$ cat src/rtl/divisor_seq_param_if.sv
// Operand/result bundle between the keypad capture FSM and the sequential divider.
interface divisor_seq_param_if #(
    parameter int WIDTH = 8
);
    logic             start;
    logic [WIDTH-1:0] dividend;
    logic [WIDTH-1:0] divisor;
    logic             busy;
    logic             done;
    logic [WIDTH-1:0] quotient;
    logic [WIDTH-1:0] remainder;
    logic             div_by_zero;

    modport master (
        output start, dividend, divisor,
        input  busy, done, quotient, remainder, div_by_zero
    );

    modport slave (
        input  start, dividend, divisor,
        output busy, done, quotient, remainder, div_by_zero
    );
endinterface

$ cat src/rtl/divisor_seq_param.sv
// Restoring divider, one quotient bit per clock; WIDTH+1 edges per result, 1 edge for divide-by-zero.
// No backpressure: start is only accepted in IDLE and ignored while busy.
module divisor_seq_param #(
    parameter int WIDTH  = 8,
    parameter bit SIGNED = 1'b0
) (
    input  logic                clk,
    input  logic                rst,
    divisor_seq_param_if.slave  bus
);
    localparam int CW = $clog2(WIDTH + 1);

    typedef enum logic [1:0] {IDLE, CALC, FIX} state_t;

    state_t           state;
    logic [WIDTH-1:0] prem;
    logic [WIDTH-1:0] quo;
    logic [WIDTH-1:0] dvs;
    logic [CW-1:0]    cnt;
    logic             neg_q;
    logic             neg_r;

    logic             sgn_a;
    logic             sgn_b;
    logic [WIDTH-1:0] mag_a;
    logic [WIDTH-1:0] mag_b;
    logic [WIDTH:0]   shifted;
    logic [WIDTH:0]   trial;

    // The dividend shifts out of quo from the top while quotient bits enter at the bottom.
    always_comb begin
        sgn_a   = SIGNED && bus.dividend[WIDTH-1];
        sgn_b   = SIGNED && bus.divisor[WIDTH-1];
        mag_a   = sgn_a ? -bus.dividend : bus.dividend;
        mag_b   = sgn_b ? -bus.divisor  : bus.divisor;
        shifted = {prem, quo[WIDTH-1]};
        trial   = shifted - {1'b0, dvs};
    end

    always_ff @(posedge clk) begin
        if (!rst) begin
            state           <= IDLE;
            prem            <= '0;
            quo             <= '0;
            dvs             <= '0;
            cnt             <= '0;
            neg_q           <= 1'b0;
            neg_r           <= 1'b0;
            bus.busy        <= 1'b0;
            bus.done        <= 1'b0;
            bus.quotient    <= '0;
            bus.remainder   <= '0;
            bus.div_by_zero <= 1'b0;
        end else begin
            bus.done <= 1'b0;
            case (state)
                IDLE: begin
                    if (bus.start) begin
                        if (bus.divisor == '0) begin
                            bus.quotient    <= '1;
                            bus.remainder   <= bus.dividend;
                            bus.div_by_zero <= 1'b1;
                            bus.done        <= 1'b1;
                        end else begin
                            quo      <= mag_a;
                            dvs      <= mag_b;
                            prem     <= '0;
                            cnt      <= '0;
                            neg_q    <= sgn_a ^ sgn_b;
                            neg_r    <= sgn_a;
                            bus.busy <= 1'b1;
                            state    <= CALC;
                        end
                    end
                end
                CALC: begin
                    // Restored remainder is below the divisor, so its top bit is always zero.
                    if (!trial[WIDTH]) begin
                        prem <= trial[WIDTH-1:0];
                        quo  <= {quo[WIDTH-2:0], 1'b1};
                    end else begin
                        prem <= shifted[WIDTH-1:0];
                        quo  <= {quo[WIDTH-2:0], 1'b0};
                    end
                    cnt <= cnt + 1'b1;
                    if (cnt == CW'(WIDTH - 1)) begin
                        state <= FIX;
                    end
                end
                FIX: begin
                    bus.quotient    <= neg_q ? -quo  : quo;
                    bus.remainder   <= neg_r ? -prem : prem;
                    bus.div_by_zero <= 1'b0;
                    bus.done        <= 1'b1;
                    bus.busy        <= 1'b0;
                    state           <= IDLE;
                end
                default: state <= IDLE;
            endcase
        end
    end
endmodule

$ cat src/flat_wrapper.sv
// flat-port wrapper written by rule: the top's interface ports become plain ports
module divisor_seq_param_flat 
#(
    parameter int WIDTH  = 8,
    parameter bit SIGNED = 1'b0
)
  (clk, rst, bus_start, bus_dividend, bus_divisor, bus_busy, bus_done, bus_quotient, bus_remainder, bus_div_by_zero);
  divisor_seq_param_if #(.WIDTH(WIDTH)) bus_i ();
  input  logic clk;
  input  logic rst;
  input wire logic [$bits(bus_i.start)-1:0] bus_start;
  input wire logic [$bits(bus_i.dividend)-1:0] bus_dividend;
  input wire logic [$bits(bus_i.divisor)-1:0] bus_divisor;
  output wire logic [$bits(bus_i.busy)-1:0] bus_busy;
  output wire logic [$bits(bus_i.done)-1:0] bus_done;
  output wire logic [$bits(bus_i.quotient)-1:0] bus_quotient;
  output wire logic [$bits(bus_i.remainder)-1:0] bus_remainder;
  output wire logic [$bits(bus_i.div_by_zero)-1:0] bus_div_by_zero;
  assign bus_i.start = bus_start;
  assign bus_i.dividend = bus_dividend;
  assign bus_i.divisor = bus_divisor;
  assign bus_busy = bus_i.busy;
  assign bus_done = bus_i.done;
  assign bus_quotient = bus_i.quotient;
  assign bus_remainder = bus_i.remainder;
  assign bus_div_by_zero = bus_i.div_by_zero;
  divisor_seq_param #(.WIDTH(WIDTH), .SIGNED(SIGNED)) u_core (.clk(clk), .rst(rst), .bus(bus_i));
endmodule
$ cat config.mk
export PLATFORM = sky130hd
export DESIGN_NAME = divisor_seq_param_flat
export DESIGN_NICKNAME = d
export VERILOG_FILES = /design/src/rtl/divisor_seq_param_if.sv /design/src/rtl/divisor_seq_param.sv /design/src/flat_wrapper.sv
export SDC_FILE = /design/constraint.sdc
export NUM_CORES = 1
export LEC_CHECK = 0
export CORE_AREA = 2 2 78 80
export CTS_BUF_LIST = sky130_fd_sc_hd__clkbuf_16
export CTS_CLUSTER_SIZE = 30
export DETAILED_ROUTE_END_ITERATION = 8
export DIE_AREA = 0 0 80 82
export GPL_TIMING_DRIVEN = 0
export PLACE_DENSITY = 0.66
export SYNTH_ARGS = -nofsm -noshare
export SYNTH_HDL_FRONTEND = slang
export SYNTH_SLANG_ARGS = --single-unit
$ cat constraint.sdc
create_clock -name clk -period 2.45 [get_ports clk]
set_input_delay 0.735 -clock clk [delete_from_list [all_inputs] [get_ports clk]]
set_output_delay 0.735 -clock clk [all_outputs]
set_load 0.02 [all_outputs]
==> out/metrics.yaml, run 1 <==
syn_avg_cell_area_sq_um: 9.225
syn-instance-count: 260
core_area_sq_um: 5746
final_area_sq_um: 3183
stdcell_count: 390
dp_worst_setup_slack_ps: -308.2
min_to: "u_core.bus.busy"
grt_pass1_vias: 1950
grt_pass1_wl_um: 9694
power_density_nw_per_um2: 677.6
ant_nets: 0
power_mw: 2.157
drive_above_1_share: 0.1492
ys_types: 48
maxCapViolations: 0
outcome: "completed"
cts_tree: "built"
worst_pin_slew_ps: 532.7
startpoint: "u_core.quo[7]"
required_ps: 2630
area_growth_pct: 32.71
die_x_um: 80
slew_headroom: 0.6357
portBuffers: 37
grt_max_degree: 17
pin_count: 38
r2r-end: "u_core.prem[0]"
wl_um: 6208
dp_cells: 372
vias: 2112
ir_worst_vdd_mv: 0.4741
r2r_slack_ps: 1
drt_iter0_markers: 148
power.leakage_nw: 1.270
first_pass_iters: 5
syn_nets: 289
multi_input_area_sq_um: 1359
fin_ws_ps: 1.317
gp_congestion: 0.7814
die_area_sq_um: 6560
clk_path_buf_depth: 2
clockRootBuffer: "clkbuf_16"
start_util: 0.4175
r2r-start: "u_core.quo[7]"
fillers: 540
hold_ws_ps: 473.6
setup_violations: 0
antenna_cells: 0
cp_max_fo: 5
wl_per_cell_um: 15.92
slew_viol_final: 0
dp_hpwl_um: 4317
routed_via_density: 5.415
rsz0062_at_grt: "yes"
yosysSeqAreaShare: 0.4090
clock_latency_ps: 290
ff_latch_area_sq_um: 984.7
async_reset_ff_frac: 0
cts_buffers: 5
synth-warning-count: 0
final_util: 0.5540
ys_ff_latch: 49
startpoint_type: "register"
setup_tns_ps: 0
setup.worst_path.end_class: "register"
critPathKind: "reg -> reg"
finalCritPeriodShare: 0.9995
hold_viol_final: 0
cts.sink_count: 49
hold_path_class: "reg -> reg"
track_usage: 0.1950
synth_edf_count: 0
clock_skew_ps: 4.963
fin_crit_ps: 2449
worst_ep_arrival_time_ps: 2630
yosys_most_used_dff: "dfxtp_1"
dieHeight_um: 82
overflow: 0
dpl_cell_area_sq_um: 2863
row_count: 28
drc: 0
antenna_found_initial: 0
hold_start: "u_core.bus.busy"
clk_pin_slew_ps: 70
nNetsFinal: 343
synth_area_sq_um: 2399
cts_max_level: 2
fmax_mhz: 408.4
r2r_cells: 10
whs_path_depth: 2
## critical path, stage by stage, from the launching register on
cell and delay, ps:
dfxtp_4 370, inv_4 70, ha_4 120, inv_2 40, fa_2 400, a211oi_2 300
o211ai_1 130, a221o_1 420, buf_6 160, mux2i_2 140, a22o_1 180
## where the power goes
group	leakage [nW]	internal, mW	switching (mW)
registers	0.399	0.830	0.0330
logic	0.791	0.235	0.262
clock network	0.0800	0.483	0.313
## synth_stat cells (2+ instances only)
master,instances,share of area
nand2_1,17,0.027
nor4_4,2,0.018
o221a_1,3,0.014
nand3_1,3,0.0063
a22o_1,2,0.0073
o21ai_1,2,0.0042
o21ai_0,7,0.015
mux2i_1,17,0.071
nor2b_1,10,0.026
a21oi_1,17,0.035
buf_2,5,0.010
o221a_2,5,0.023
o211a_1,2,0.0083
o211ai_1,2,0.0063
a211oi_2,2,0.010
nor2_1,36,0.056
clkbuf_1,6,0.0094
a222oi_1,6,0.025
nand3b_1,2,0.0063
inv_1,14,0.022
xor2_1,4,0.015
ha_1,9,0.047
a211oi_1,10,0.031
dfxtp_1,49,0.41
nor3_1,2,0.0042
o21ai_2,2,0.0073
nand2b_1,3,0.0078
## worst max path at each step
| stage | slack (ps) | cells past startpoint | to |
|---|---|---|---|
| after CTS | -10 | 7 | u_core.bus.remainder[5] |
| after global placement | -290 | 7 | u_core.bus.remainder[6] |
| after global routing | -100 | 10 | u_core.prem[0] |
| after floorplan | 200 | 10 | u_core.prem[0] |
| final | 1 | 10 | u_core.prem[0] |
| after detailed placement | -310 | 7 | u_core.bus.remainder[5] |
## layout by cell type (no fill, tap or decap), drive strengths merged, types with 2 or more instances in the layout
cell,n
clkbuf,11
o21ai,11
clkdlybuf4s50,37
nor2b,10
a211oi,12
a21boi,2
buf,17
a21oi,17
nor3,2
a222oi,6
o211a,2
o211ai,2
dfxtp,49
nand2b,3
nand3b,2
xor2,4
mux2i,17
nor2,36
nand3,3
nand2,18
inv,14
o221a,8
nor4,2
a22o,2
ha,9
## cell families (layout without fill, tap and decap cells)
logic type	count (synthesis)	after routing	synth area share
simple gates	80	80	0.1659
fa+ha+maj	10	10	0.05530
xor+xnor	4	4	0.01460
compound gates	73	73	0.2347
buf+inv	27	82	0.04955
flops	49	49	0.4090
mux	17	17	0.07094
## registers in the layout (all words and copies together) (netlist names)
register,flops
u_core.bus.busy,1
u_core.bus.remainder,8
u_core.bus.div_by_zero,1
u_core.prem,8
u_core.state,2
u_core.quo,8
u_core.cnt,4
u_core.bus.done,1
u_core.bus.quotient,8
u_core.dvs,8
## per-layer routing
layer / track usage / vias to the layer above / share of wire
met5: 0 / - / 0
li1: - / 1054 / -
met1: 0.2564 / 997 / 0.47
met3: 0.04066 / 14 / 0.042
met4: 0.08305 / 0 / 0.022
met2: 0.3108 / 47 / 0.47
## layout make-up
| class | instances | area share |
|---|---|---|
| flip-flops and latches | 49 | 0.3094 |
| inverters | 14 | 0.01730 |
| clock buffers | 5 | 0.03931 |
| clock inverters | 3 | 0.01454 |
| repair buffers | 47 | 0.1399 |
| plain buffers | 13 | 0.02319 |
| multi-input cells | 184 | 0.4269 |
| well taps | 75 | 0.02948 |
## what timing repair did
action	in CTS	in global routing
resized for setup	0	21
setup buffers	1	8
endpoints found under the setup margin	8	25
cloned	0	1
hold buffers	0	0
pin swaps	1	9
Note: power is estimated with default switching activity, not from simulation.
==> run 2, diff against run 1 <==
--- a/config.mk
+++ b/config.mk
@@ -5,13 +5,15 @@
 export SDC_FILE = /design/constraint.sdc
 export NUM_CORES = 1
 export LEC_CHECK = 0
-export CORE_AREA = 2 2 78 80
+export CELL_PAD_IN_SITES_DETAIL_PLACEMENT = 0
+export CELL_PAD_IN_SITES_GLOBAL_PLACEMENT = 2
+export CORE_AREA = 2 2 86 88
 export CTS_BUF_LIST = sky130_fd_sc_hd__clkbuf_16
 export CTS_CLUSTER_SIZE = 30
 export DETAILED_ROUTE_END_ITERATION = 8
-export DIE_AREA = 0 0 80 82
+export DIE_AREA = 0 0 88 90
 export GPL_TIMING_DRIVEN = 0
-export PLACE_DENSITY = 0.66
+export PLACE_DENSITY = 0.81
 export SYNTH_ARGS = -nofsm -noshare
 export SYNTH_HDL_FRONTEND = slang
 export SYNTH_SLANG_ARGS = --single-unit
==> constraint.sdc (replaced) <==
create_clock -name clk -period 3.1 [get_ports clk]
set_input_delay 0.93 -clock clk [delete_from_list [all_inputs] [get_ports clk]]
set_output_delay 0.93 -clock clk [all_outputs]
set_load 0.02 [all_outputs]
==> out/metrics.yaml, run 2 (same netlist as run 1, synthesis figures left out) <==
die_x_um: 88  # +10%
final_area_sq_um: 3083  # -3.1%
area_growth_pct: 28.53
startpoint_type: "input port"
dieHeight_um: 90  # +9.8%
postCtsSetupBuffers: 0  # -1
dp_cells: 396  # +6.5%
ir_worst_vdd_mv: 0.2856  # -40%
ant_nets: 0  # unchanged
final_cell_mix: "49 x dfxtp_1, 37 x clkdlybuf4s50_1, 36 x nor2_1"
final_common_cell: "dfxtp_1"
fmax_mhz: 380.0
portBuffers: 37  # unchanged
wl_um: 6118  # -1.4%
setup.worst_path.end_class: "register"
required_ps: 3330  # +700 ps
stdcell_count: 404  # +3.6%
r2r_slack_ps: 520  # +520 ps
netSwitchingFraction: 0.2611  # -0.02093
hold_viol_final: 0  # unchanged
setup_violations: 0  # unchanged
setup_tns_ps: 0  # unchanged
start_util: 0.3417  # -0.07581
wl_per_cell_um: 15.14  # -4.9%
rsz0062_at_grt: "no"
clock_skew_ps: 5.216  # +0.2529 ps
dpl_cell_area_sq_um: 2893  # +1.0%
maxCapViolations: 0  # unchanged
vias: 2048  # -3.0%
power.leakage_nw: 1.221  # -3.9%
clockRootBuffer: "clkbuf_16"
fin_crit_ps: 2632
antenna_found_initial: 0  # unchanged
hold_path_class: "reg -> reg"
power.switching_mw: 0.4505  # -26%
clockPowerShare: 0.405  # +0.036
cts.sink_count: 49  # unchanged
nNetsFinal: 333  # -2.9%
clk_path_buf_depth: 2  # unchanged
worst_ep_arrival_time_ps: 2860  # +230 ps
critPathKind: "in -> reg"
grt_max_degree: 16  # -1
core_area_sq_um: 7020  # +22%
whs_path_depth: 2  # unchanged
row_count: 31  # +11%
slew_viol_final: 0  # unchanged
final_util: 0.4391  # -0.1149
r2r_cells: 10  # unchanged
grt_pass1_vias: 1955  # +0.26%
cp_max_fo: 8  # +3
p_seq_frac: 0.394  # -0.006
clock_latency_ps: 290  # about the same
overflow: 0  # unchanged
cts_max_level: 2  # unchanged
drc: 0  # unchanged
r2r-end: "u_core.prem[7]"
slew_headroom: 0.5462  # -0.08942
r2r-start: "u_core.quo[7]"
worst_pin_slew_ps: 680.6  # +147.9 ps
gp_congestion: 0.7339  # -6.1%
clk_pin_slew_ps: 70  # about the same
first_pass_iters: 4  # -1
holdBufCountCts: 0  # unchanged
power_mw: 1.726  # -20%
outcome: "completed"
drt_iter0_markers: 95  # -36%
cts_resized: 0  # unchanged
power_frac_comb: 0.201  # -0.030
track_usage: 0.1616  # -0.03338
finalCritPeriodShare: 0.8490
drive_above_1_share: 0.09180  # -0.05740
pin_count: 38  # unchanged
power_density_nw_per_um2: 559.8  # -17%
cts_tree: "built"
die_area_sq_um: 7920  # +21%
p_int_mw: 1.275  # -18%
dp_hpwl_um: 4655  # +7.8%
cts_buffers: 5  # unchanged
hold_start: "u_core.bus.busy"
grt_pass1_wl_um: 10080  # +4.0%
antenna_cells: 0  # unchanged
min_to: "u_core.bus.busy"
routed_via_density: 5.069  # -6.4%
[run 2: through the flow]
step	hold WS, ps	setup slack [ps]
finish	476.8	468.1
global route	520.2	266.2
CTS	484.3	460.6
detailed placement	464.0	152.5
global placement	462.2	176.6
floorplan	467.7	852.6
[run 2: layout make-up]
type,instances,area [sq um]
tap,99,123.9
buffer,13,66.31
multi-input combinational,184,1299
sequential,49,980.9
inverter,14,52.55
clock inverter,3,65.06
fill,727,3938
clock buffer,5,125.1
timing repair buffer,37,370.4
[run 2: how the worst max path moves through the flow]
stage	start	end	slack, ps	cells after the start
5_1_grt	bus_start	u_core.dvs[7]	270	7
4_1_cts	bus_divisor[0]	u_core.prem[5]	460	6
6_report	bus_divisor[0]	u_core.prem[5]	470	6
2_1_floorplan	u_core.quo[7]	u_core.prem[0]	850	10
3_5_place_dp	bus_divisor[0]	u_core.prem[5]	150	6
3_3_place_gp	bus_divisor[0]	u_core.prem[5]	180	6
[run 2: power groups by stage]
stage	Sequential (mW)	Clock [mW]	Combinational [mW]
floorplan	0.688	0	0.251
global placement	0.695	0	0.345
detailed placement	0.695	0	0.348
CTS	0.680	0.708	0.351
global route	0.684	0.724	0.389
finish	0.680	0.698	0.347
[run 2: layer usage]
metal  track usage  routed length, um
met5             0                  0
met4       0.03462                 40
met3       0.03214                184
met2        0.2475               2803
met1        0.2337               3089
[run 2: worst max-delay path: stages]
cell and delay (ps):
clkdlybuf4s50_1 460, nor4_4 390, nand2_2 130, a311oi_2 660, a32o_1 210, a21o_1 80
